===== src/rtl/mode_sched_pkg.sv =====
// Shared definitions for the piano mode controller and its players:
// mode and note encodings, the FSM state type and conversion helpers.
package mode_sched_pkg;

  localparam int unsigned CLK_HZ = 70000000;

  localparam logic [1:0] MODE_IDLE  = 2'b00;
  localparam logic [1:0] MODE_FREE  = 2'b01;
  localparam logic [1:0] MODE_AUTO  = 2'b10;
  localparam logic [1:0] MODE_LEARN = 2'b11;

  localparam logic [3:0] NOTE_REST = 4'd0;
  localparam logic [3:0] NOTE_DO   = 4'd1;
  localparam logic [3:0] NOTE_RE   = 4'd2;
  localparam logic [3:0] NOTE_MI   = 4'd3;
  localparam logic [3:0] NOTE_FA   = 4'd4;
  localparam logic [3:0] NOTE_SOL  = 4'd5;
  localparam logic [3:0] NOTE_LA   = 4'd6;
  localparam logic [3:0] NOTE_SI   = 4'd7;

  typedef enum logic [2:0] {
    ST_IDLE,
    ST_FREE,
    ST_AUTO,
    ST_LEARN,
    ST_SWITCH
  } state_t;

  function automatic state_t mode_to_state(input logic [1:0] mode);
    case (mode)
      MODE_FREE:  return ST_FREE;
      MODE_AUTO:  return ST_AUTO;
      MODE_LEARN: return ST_LEARN;
      default:    return ST_IDLE;
    endcase
  endfunction

  // SWITCH reports idle: no mode is effective while the gap runs.
  function automatic logic [1:0] state_to_mode(input state_t st);
    case (st)
      ST_FREE:  return MODE_FREE;
      ST_AUTO:  return MODE_AUTO;
      ST_LEARN: return MODE_LEARN;
      default:  return MODE_IDLE;
    endcase
  endfunction

endpackage


===== src/rtl/mode_sched_gap_timer.sv =====
// Silent-gap counter: load clears it, count advances it, done flags the
// last gap cycle.
module mode_sched_gap_timer #(
  parameter int unsigned GAP_CYCLES = 7000000,
  parameter int unsigned CNT_W      = 24
) (
  input  logic clk,
  input  logic rst,
  input  logic load,
  input  logic count,
  output logic done
);

  localparam logic [CNT_W-1:0] LAST = CNT_W'(GAP_CYCLES - 1);

  logic [CNT_W-1:0] gap_cnt;

  always_ff @(posedge clk) begin
    if (rst || load) begin
      gap_cnt <= '0;
    end else if (count) begin
      gap_cnt <= gap_cnt + 1'b1;
    end
  end

  assign done = (gap_cnt == LAST);

endmodule


===== src/rtl/mode_sched.sv =====
// Piano mode scheduler: grants one player at a time, inserts a silent,
// player-clearing gap on every mode change and drives buzzer/LEDs.
module mode_sched
  import mode_sched_pkg::*;
#(
  parameter int unsigned GAP_CYCLES = 7000000,
  parameter int unsigned CNT_W      = 24,
  parameter bit          AUTO_LOOP  = 1'b0
) (
  input  logic       clk,
  input  logic       rst,
  input  logic [1:0] mode_sel,
  input  logic       mode_confirm,
  input  logic [3:0] free_note,
  input  logic [6:0] free_led,
  input  logic [3:0] auto_note,
  input  logic [6:0] auto_led,
  input  logic       auto_done,
  input  logic [3:0] learn_note,
  input  logic [6:0] learn_led,
  output logic       free_en,
  output logic       auto_en,
  output logic       learn_en,
  output logic       sub_rst,
  output logic [1:0] mode_cur,
  output logic       busy,
  output logic [3:0] buzz_note,
  output logic [6:0] led_out,
  output state_t     state_dbg
);

  // mode_confirm and auto_done are single-cycle pulses accepted on the
  // edge they are high; there is no back-pressure to the front end.
  state_t     state, state_n;
  logic [1:0] target, target_n;
  logic       gap_load, gap_count, gap_done;
  logic       clr_pulse, init_pend;
  logic [3:0] src_note, mux_note;
  logic [6:0] src_led, mux_led;

  mode_sched_gap_timer #(
    .GAP_CYCLES(GAP_CYCLES),
    .CNT_W     (CNT_W)
  ) u_gap (
    .clk  (clk),
    .rst  (rst),
    .load (gap_load),
    .count(gap_count),
    .done (gap_done)
  );

  always_comb begin
    state_n   = state;
    target_n  = target;
    gap_load  = 1'b0;
    clr_pulse = 1'b0;
    if (state == ST_SWITCH) begin
      if (mode_confirm) begin
        target_n  = mode_sel;
        gap_load  = 1'b1;
        clr_pulse = 1'b1;
      end else if (gap_done) begin
        state_n = mode_to_state(target);
      end
    end else if (mode_confirm && (mode_sel != state_to_mode(state))) begin
      state_n   = ST_SWITCH;
      target_n  = mode_sel;
      gap_load  = 1'b1;
      clr_pulse = 1'b1;
    end else if ((state == ST_AUTO) && auto_done) begin
      clr_pulse = 1'b1;
      if (!AUTO_LOOP) begin
        state_n  = ST_SWITCH;
        target_n = MODE_IDLE;
        gap_load = 1'b1;
      end
    end
  end

  assign gap_count = (state == ST_SWITCH) && !gap_load;

  // Output mux follows the current grant, silenced as soon as a gap begins.
  always_comb begin
    src_note = NOTE_REST;
    src_led  = '0;
    case (state)
      ST_FREE:  begin src_note = free_note;  src_led = free_led;  end
      ST_AUTO:  begin src_note = auto_note;  src_led = auto_led;  end
      ST_LEARN: begin src_note = learn_note; src_led = learn_led; end
      default:  begin src_note = NOTE_REST;  src_led = '0;        end
    endcase
    if ((state_n == ST_SWITCH) || (src_note > NOTE_SI)) begin
      mux_note = NOTE_REST;
      mux_led  = '0;
    end else begin
      mux_note = src_note;
      mux_led  = src_led;
    end
  end

  always_ff @(posedge clk) begin
    if (rst) begin
      state     <= ST_IDLE;
      target    <= MODE_IDLE;
      init_pend <= 1'b1;
      free_en   <= 1'b0;
      auto_en   <= 1'b0;
      learn_en  <= 1'b0;
      sub_rst   <= 1'b0;
      mode_cur  <= MODE_IDLE;
      busy      <= 1'b0;
      buzz_note <= NOTE_REST;
      led_out   <= '0;
    end else begin
      state     <= state_n;
      target    <= target_n;
      init_pend <= 1'b0;
      free_en   <= (state_n == ST_FREE);
      auto_en   <= (state_n == ST_AUTO);
      learn_en  <= (state_n == ST_LEARN);
      sub_rst   <= clr_pulse || init_pend;
      mode_cur  <= state_to_mode(state_n);
      busy      <= (state_n == ST_SWITCH);
      buzz_note <= mux_note;
      led_out   <= mux_led;
    end
  end

  assign state_dbg = state;

endmodule


===== config.mk =====
export PLATFORM = sky130hd
export DESIGN_NAME = mode_sched
export DESIGN_NICKNAME = d
export VERILOG_FILES = /design/src/rtl/mode_sched_pkg.sv /design/src/rtl/mode_sched_gap_timer.sv /design/src/rtl/mode_sched.sv
export SDC_FILE = /design/constraint.sdc
export NUM_CORES = 1
export LEC_CHECK = 0
export CELL_PAD_IN_SITES_DETAIL_PLACEMENT = 1
export CELL_PAD_IN_SITES_GLOBAL_PLACEMENT = 1
export CORE_MARGIN = 4
export CORE_UTILIZATION = 30
export CTS_CLUSTER_SIZE = 12
export DETAILED_ROUTE_END_ITERATION = 10
export PLACE_DENSITY_LB_ADDON = 0.1
export SLEW_MARGIN = 40
export SYNTH_ARGS = -nofsm -noshare
export SYNTH_HDL_FRONTEND = slang
export SYNTH_SLANG_ARGS = --single-unit

===== constraint.sdc =====
create_clock -name clk -period 2.3 [get_ports clk]
set_input_delay 0.23 -clock clk [delete_from_list [all_inputs] [get_ports clk]]
set_output_delay 0.23 -clock clk [all_outputs]
set_load 0.1 [all_outputs]

==> impl_metrics.toml, run 1 <==
[clock_network]
postCtsSetupRepairBufs = 0
cts_tree = "done"
clk_latency_ns = 0.30
clock_sinks = 48
clk_pin_slew_ns = 0.09
cts_buffers = 5
cts-root-buf = "clkbuf_8"
clockBufferDepth = 2
cts_htree_levels = 2

[yosys]
syn_area_per_cell_um2 = 8.823
synth_area_leader_cell = "dfxtp_1"
yosys-top-cells-area = "dfxtp_1 (43%), xnor2_1 (8.2%), nor2_1 (6.6%)"
synth.cell_area_um2 = 2232
synth_edf_count = 0
synthMostInstantiatedCell = "dfxtp_1"
yosys_warnings = 0
ys_types = 45
synthesis.nets = 293
synth_flop_cell = "dfxtp_1"
synth_commonest_cells = "dfxtp_1 (48), nor2_1 (39), xnor2_1 (21)"
synth_seq_cells = 48
syn_inst = 253
seq_area_frac_synth = 0.4305
synth_top_area_frac = 0.4305
async_reset_ff_frac = 0

[timing]
holdWs_ns = 0.4451
slew_headroom = 0.4732
slew_viol_final = 0
post-route-min-period_ns = 2.126
rsz0062_at_grt = "false"
tightestPinTransition_ns = 0.7843
tns_ns = 0
fmax_mhz = 470.4
setup_viol_count_final = 0
fin_skew_ns = 0.007278
hold_violations = 0
timing.final.crit_share = 0.9243

[final_layout]
drive_gt1_frac = 0.2024
fin_nets = 370
syn_to_final_growth_pct = 42.83
final_util = 0.4395
diodes = 0
design_area_um2 = 3188

[status]
status = "finished clean"

[grt]
grt_max_degree = 29
grt_pass1_vias = 2104
grt-ovfl-total = 0
grt_pass1_wl_mm = 10.28
grt_antenna_before_repair = 0
grt_use_total = 0.1462

[critical_path]
reg2reg_slack_ns = 0.17
end_kind = "flip-flop"
slowest_delay_ns = 0.57
path_buf_inv = 0
rr_worst_depth = 5
critical_path_arrival_ns = 2.32
critPathRequiredTime_ns = 2.49
worst_path_max_delay_cell = "or4b_4"
reg2reg_to = "u_gap.gap_cnt[23]$_SDFFE_PP0P_"
r2r-start = "state_dbg[1]$_SDFF_PP0_"
critPathTopFamily = "simple AND/OR/NAND/NOR gates"
cp-start-kind = "flip-flop"
path_cells = "or4b_4, or3_1, nor4_1, xnor2_1, nor2_1"
crit_start = "state_dbg[1]$_SDFF_PP0_"
crit_type = "reg2reg"
path_max_fanout = 7

[job]
drv_cap = 0

[floorplan]
initial_core_util = 0.3077
die-height_um = 94.26
rows = 31
core_area_um2 = 7253
die_x_um = 94.26
die_area_um2 = 8885
ioPinCount = 60

[power_and_ir_drop]
leakage_nw = 1.101
peakVddDrop_v = 0.0002287
powerDensity_nw_per_um2 = 522.0

[place]
postPlaceCellArea_um2 = 3060
portBuffers = 59
dp_hpwl_mm = 4.727
place_congestion = 0.7952

[route]
drtPass1Iterations = 4
wl_per_cell_um = 14.34
postRouteAntennaNets = 0
dr_total_vias = 2081
viasPerCell = 4.840
dr.first_iter.drc_count = 34
wl_mm = 6.165
drcViolationCount = 0

[hold_path]
min_from = "init_pend$_DFF_P_"
hp-class = "reg2reg"
min_to = "sub_rst$_SDFF_PP0_"
min_path_cells = 1
-- repair_timing --
item | 4_1_cts | 5_1_grt
hold buffers | 0 | 0
gates resized for setup | 0 | 4
setup endpoints to repair | 0 | 9
-- report_power, final --
| part | switching (W) | leakage [nW] | internal, W |
|---|---|---|---|
| registers | 0.00000809 | 0.391 | 0.000837 |
| logic | 0.000108 | 0.655 | 0.000108 |
| clock network | 0.000280 | 0.0552 | 0.000323 |
-- metal layers --
metal,vias to the layer above,track usage,share of wire
met5,-,0,0
met4,0,0.04452,0.012
met3,6,0.03606,0.048
met2,37,0.2411,0.47
met1,995,0.1872,0.47
li1,1043,-,-
-- cells in the final DEF, fill, tap and decap left out, types with 2 or more instances in the layout --
master           Yosys  final
dfxtp_1             48     45
buf_4                0     45
nor2_1              39     39
clkdlybuf4s50_1      0     38
xnor2_1             21     21
a21oi_1             18     18
nand2_1             13     13
nor3_1              12     12
mux2i_1             11     11
inv_1               10     10
nand3_1              8      8
nand4_1              7      7
a2111oi_2            3      5
a2111oi_1            7      5
clkbuf_8             0      5
xor2_1               4      4
or3_1                4      4
nor4_1               3      3
dfxtp_4              0      3
nand3b_1             2      2
a21boi_0             2      2
nor4_4               1      2
a22oi_1              2      2
a2bb2o_1             2      2
-- cell families (layout without fill, tap and decap cells) --
logic type / count (synthesis) / after routing / synth area share
AO/OA/AOI/OAI: 44 / 44 / 0.1491
XOR/XNOR: 25 / 25 / 0.09809
adder cells (fa/ha/maj): 1 / 1 / 0.005604
buffers and inverters: 24 / 102 / 0.04092
flip-flops: 48 / 48 / 0.4305
multiplexers: 11 / 11 / 0.04933
other: 1 / 1 / 0.001680
AND/OR/NAND/NOR: 99 / 99 / 0.2248
-- area by class of cell --
cell class | instances | area [um^2]
timing repair buffer | 84 | 738.2
clock buffer | 6 | 72.57
inverter | 10 | 37.54
multi-input combinational | 181 | 1209
clock inverter | 2 | 35.03
sequential | 48 | 972.2
tap | 99 | 123.9
fill | 871 | 4065
-- worst register-to-register path, cell delays in order (launching register included) --
cell and delay (ns):
dfxtp_4 0.35, or4b_4 0.57, or3_1 0.53, nor4_1 0.37, xnor2_1 0.16, nor2_1 0.05
-- registers in the layout, indices dropped and copies added, names as in the netlist --
register / flops
auto_en: 1
busy: 1
buzz_note: 4
free_en: 1
init_pend: 1
learn_en: 1
led_out: 7
mode_cur: 2
state_dbg: 3
sub_rst: 1
target: 2
u_gap.gap_cnt: 24
-- how the worst max path moves through the flow --
stage	to	slack, ns	cells past startpoint
floorplan	u_gap.gap_cnt[23]$_SDFFE_PP0P_	0.01	7
global placement	u_gap.gap_cnt[23]$_SDFFE_PP0P_	-0.17	6
detailed placement	u_gap.gap_cnt[17]$_SDFFE_PP0P_	-0.20	6
CTS	u_gap.gap_cnt[23]$_SDFFE_PP0P_	0.09	5
global route	buzz_note[0]$_SDFF_PP0_	0.03	7
finish	u_gap.gap_cnt[23]$_SDFFE_PP0P_	0.17	5
-- per-stage QoR --
| step | power [W] | instances | setup WS, ns |
|---|---|---|---|
| after detailed placement | 0.001077 | 422 | -0.1961 |
| after global placement | 0.001076 | 422 | -0.1663 |
| after CTS | 0.001691 | 430 | 0.08716 |
| final | 0.001664 | 430 | 0.1742 |
| after global routing | 0.001758 | 430 | 0.03433 |
| after floorplan | 0.0009567 | 253 | 0.01085 |
Power figures use the tool's default switching activity.
==> inputs of run 2 (changes only) <==
CELL_PAD_IN_SITES_DETAIL_PLACEMENT = 0   (was 1)
==> run 2 against run 1 <==
Critical path depth is the same; power shrank 0.36%; via count fell by 5.0%; maximum frequency is 3.6% lower; combinational power fell by 3%; sequential share of layout area up 0.096 points; largest cell class unchanged.
==> impl_metrics.toml, run 2 (synthesis results as in run 1) <==
[status]
status = "finished clean"

[floorplan]
ioPinCount = 60
core_area_um2 = 7253
die-height_um = 94.26
die_x_um = 94.26
initial_core_util = 0.3077
die_area_um2 = 8885
rows = 31

[route]
drcViolationCount = 0
drtPass1Iterations = 4
dr.first_iter.drc_count = 41
dr_total_vias = 1977
wl_per_cell_um = 12.94
wl_mm = 5.563
postRouteAntennaNets = 0
viasPerCell = 4.598

[critical_path]
crit_start = "state_dbg[0]$_SDFF_PP0_"
reg2reg_slack_ns = 0.1
critPathRequiredTime_ns = 2.50
path_buf_inv = 0
reg2reg_to = "u_gap.gap_cnt[23]$_SDFFE_PP0P_"
path_max_fanout = 7
critical_path_arrival_ns = 2.40
slowest_delay_ns = 0.62
end_kind = "flip-flop"
rr_worst_depth = 5
critical_path_depth = 5
cp-start-kind = "flip-flop"
path_cells = "or4b_1, or3_1, nor4_1, xnor2_1, nor2_1"
worst_path_max_delay_cell = "or4b_1"
crit_type = "reg2reg"
endpoint = "u_gap.gap_cnt[23]$_SDFFE_PP0P_"
r2r-start = "state_dbg[0]$_SDFF_PP0_"
critPathTopFamily = "simple AND/OR/NAND/NOR gates"

[power_and_ir_drop]
powerDensity_nw_per_um2 = 521.7
leakage_nw = 1.096
power_frac_clock = 0.364
switching_power_w = 0.0003933
sw_frac_of_total = 0.2372
p_seq_frac = 0.510
p_comb_frac = 0.126
finalPower_w = 0.001658
peakVddDrop_v = 0.0002938
internal_power_w = 0.001265

[place]
postPlaceCellArea_um2 = 3060
numPlacedInstances = 422
pre_cts_ws_ns = -0.1609
place_congestion = 0.7952
dp_hpwl_mm = 4.206
portBuffers = 59

[grt]
grt_antenna_before_repair = 0
grt-ovfl-total = 0
grt_pass1_wl_mm = 8.976
grt_max_degree = 29
grt_use_total = 0.1264
grt_pass1_vias = 1857

[final_layout]
design_area_um2 = 3178
drive_gt1_frac = 0.1964
final_cell_mix = "dfxtp_1 (45), buf_4 (45), nor2_1 (39)"
regMostFlops = "u_gap.gap_cnt"
diodes = 0
fillerInstances = 738
fin_nets = 370
syn_to_final_growth_pct = 42.38
finalNonFillerCells = 430
largest_register_ffs = 24
reg_top3 = "u_gap.gap_cnt (24), led_out (7), buzz_note (4)"

[clock_network]
cts_buffers = 5
cts-root-buf = "clkbuf_8"
clk_latency_ns = 0.30
clockBufferDepth = 2
cts_htree_levels = 2
clock_sinks = 48
clk_pin_slew_ns = 0.09
cts_tree = "done"
postCtsHoldBufs = 0

[timing]
post-route-min-period_ns = 2.205
fin_skew_ns = 0.006535
timing.final.crit_share = 0.9585
setup_viol_count_final = 0
holdWs_ns = 0.4476
fmax_mhz = 453.6
hold_violations = 0
rsz0062_at_grt = "false"
tightestPinTransition_ns = 0.7084
fin_ws_ns = 0.09539
slew_viol_final = 0
slew_headroom = 0.5242

[job]
drv_cap = 0

[hold_path]
hp-class = "reg2reg"
==> run 2: power by group through the flow <==
| stage | clock (W) | sequential (W) | combinational, W |
|---|---|---|---|
| global route | 0.000661 | 0.000846 | 0.000224 |
| finish | 0.000604 | 0.000845 | 0.000209 |
| CTS | 0.000625 | 0.000845 | 0.000212 |
| global placement | 0 | 0.000864 | 0.000211 |
| detailed placement | 0 | 0.000865 | 0.000211 |
| floorplan | 0 | 0.000899 | 0.0000579 |
==> run 2: per-layer routing <==
metal / vias to the layer above / routed length [um] / global-route usage
met5: - / 0 / 0
met4: 0 / 41 / 0.03490
met3: 5 / 358 / 0.03365
met2: 44 / 2564 / 0.2057
met1: 889 / 2599 / 0.1645
li1: 1039 / - / -
==> run 2: final cells by class <==
type	instances	area, um^2	share of cell area
clock inverter	3	42.54	0.01339
sequential	48	972.2	0.3059
multi-input combinational	181	1195	0.3760
clock buffer	5	68.82	0.02165
timing repair buffer	84	738.2	0.2323
inverter	10	37.54	0.01181
tap	99	123.9	0.03898
==> run 2: per-stage QoR <==
stage          utilization  TNS, ns
3_3_place_gp        0.4219   -1.793
4_1_cts             0.4373        0
5_1_grt             0.4382        0
6_report            0.4382        0
2_1_floorplan            -        0
3_5_place_dp        0.4219   -1.883
==> run 2: repair_timing <==
action | 4_1_cts | 5_1_grt
buffers inserted | 0 | 0
endpoints found under the setup margin | 0 | 1
gates resized for setup | 0 | 1
==> run 2: worst min path at each step <==
stage | from | slack [ns] | end | cells after the start
3_3_place_gp | init_pend$_DFF_P_ | 0.44 | sub_rst$_SDFF_PP0_ | 1
4_1_cts | init_pend$_DFF_P_ | 0.46 | sub_rst$_SDFF_PP0_ | 1
2_1_floorplan | rst | 0.26 | init_pend$_DFF_P_ | 0
5_1_grt | init_pend$_DFF_P_ | 0.48 | sub_rst$_SDFF_PP0_ | 1
3_5_place_dp | init_pend$_DFF_P_ | 0.43 | sub_rst$_SDFF_PP0_ | 1
6_report | init_pend$_DFF_P_ | 0.45 | sub_rst$_SDFF_PP0_ | 1
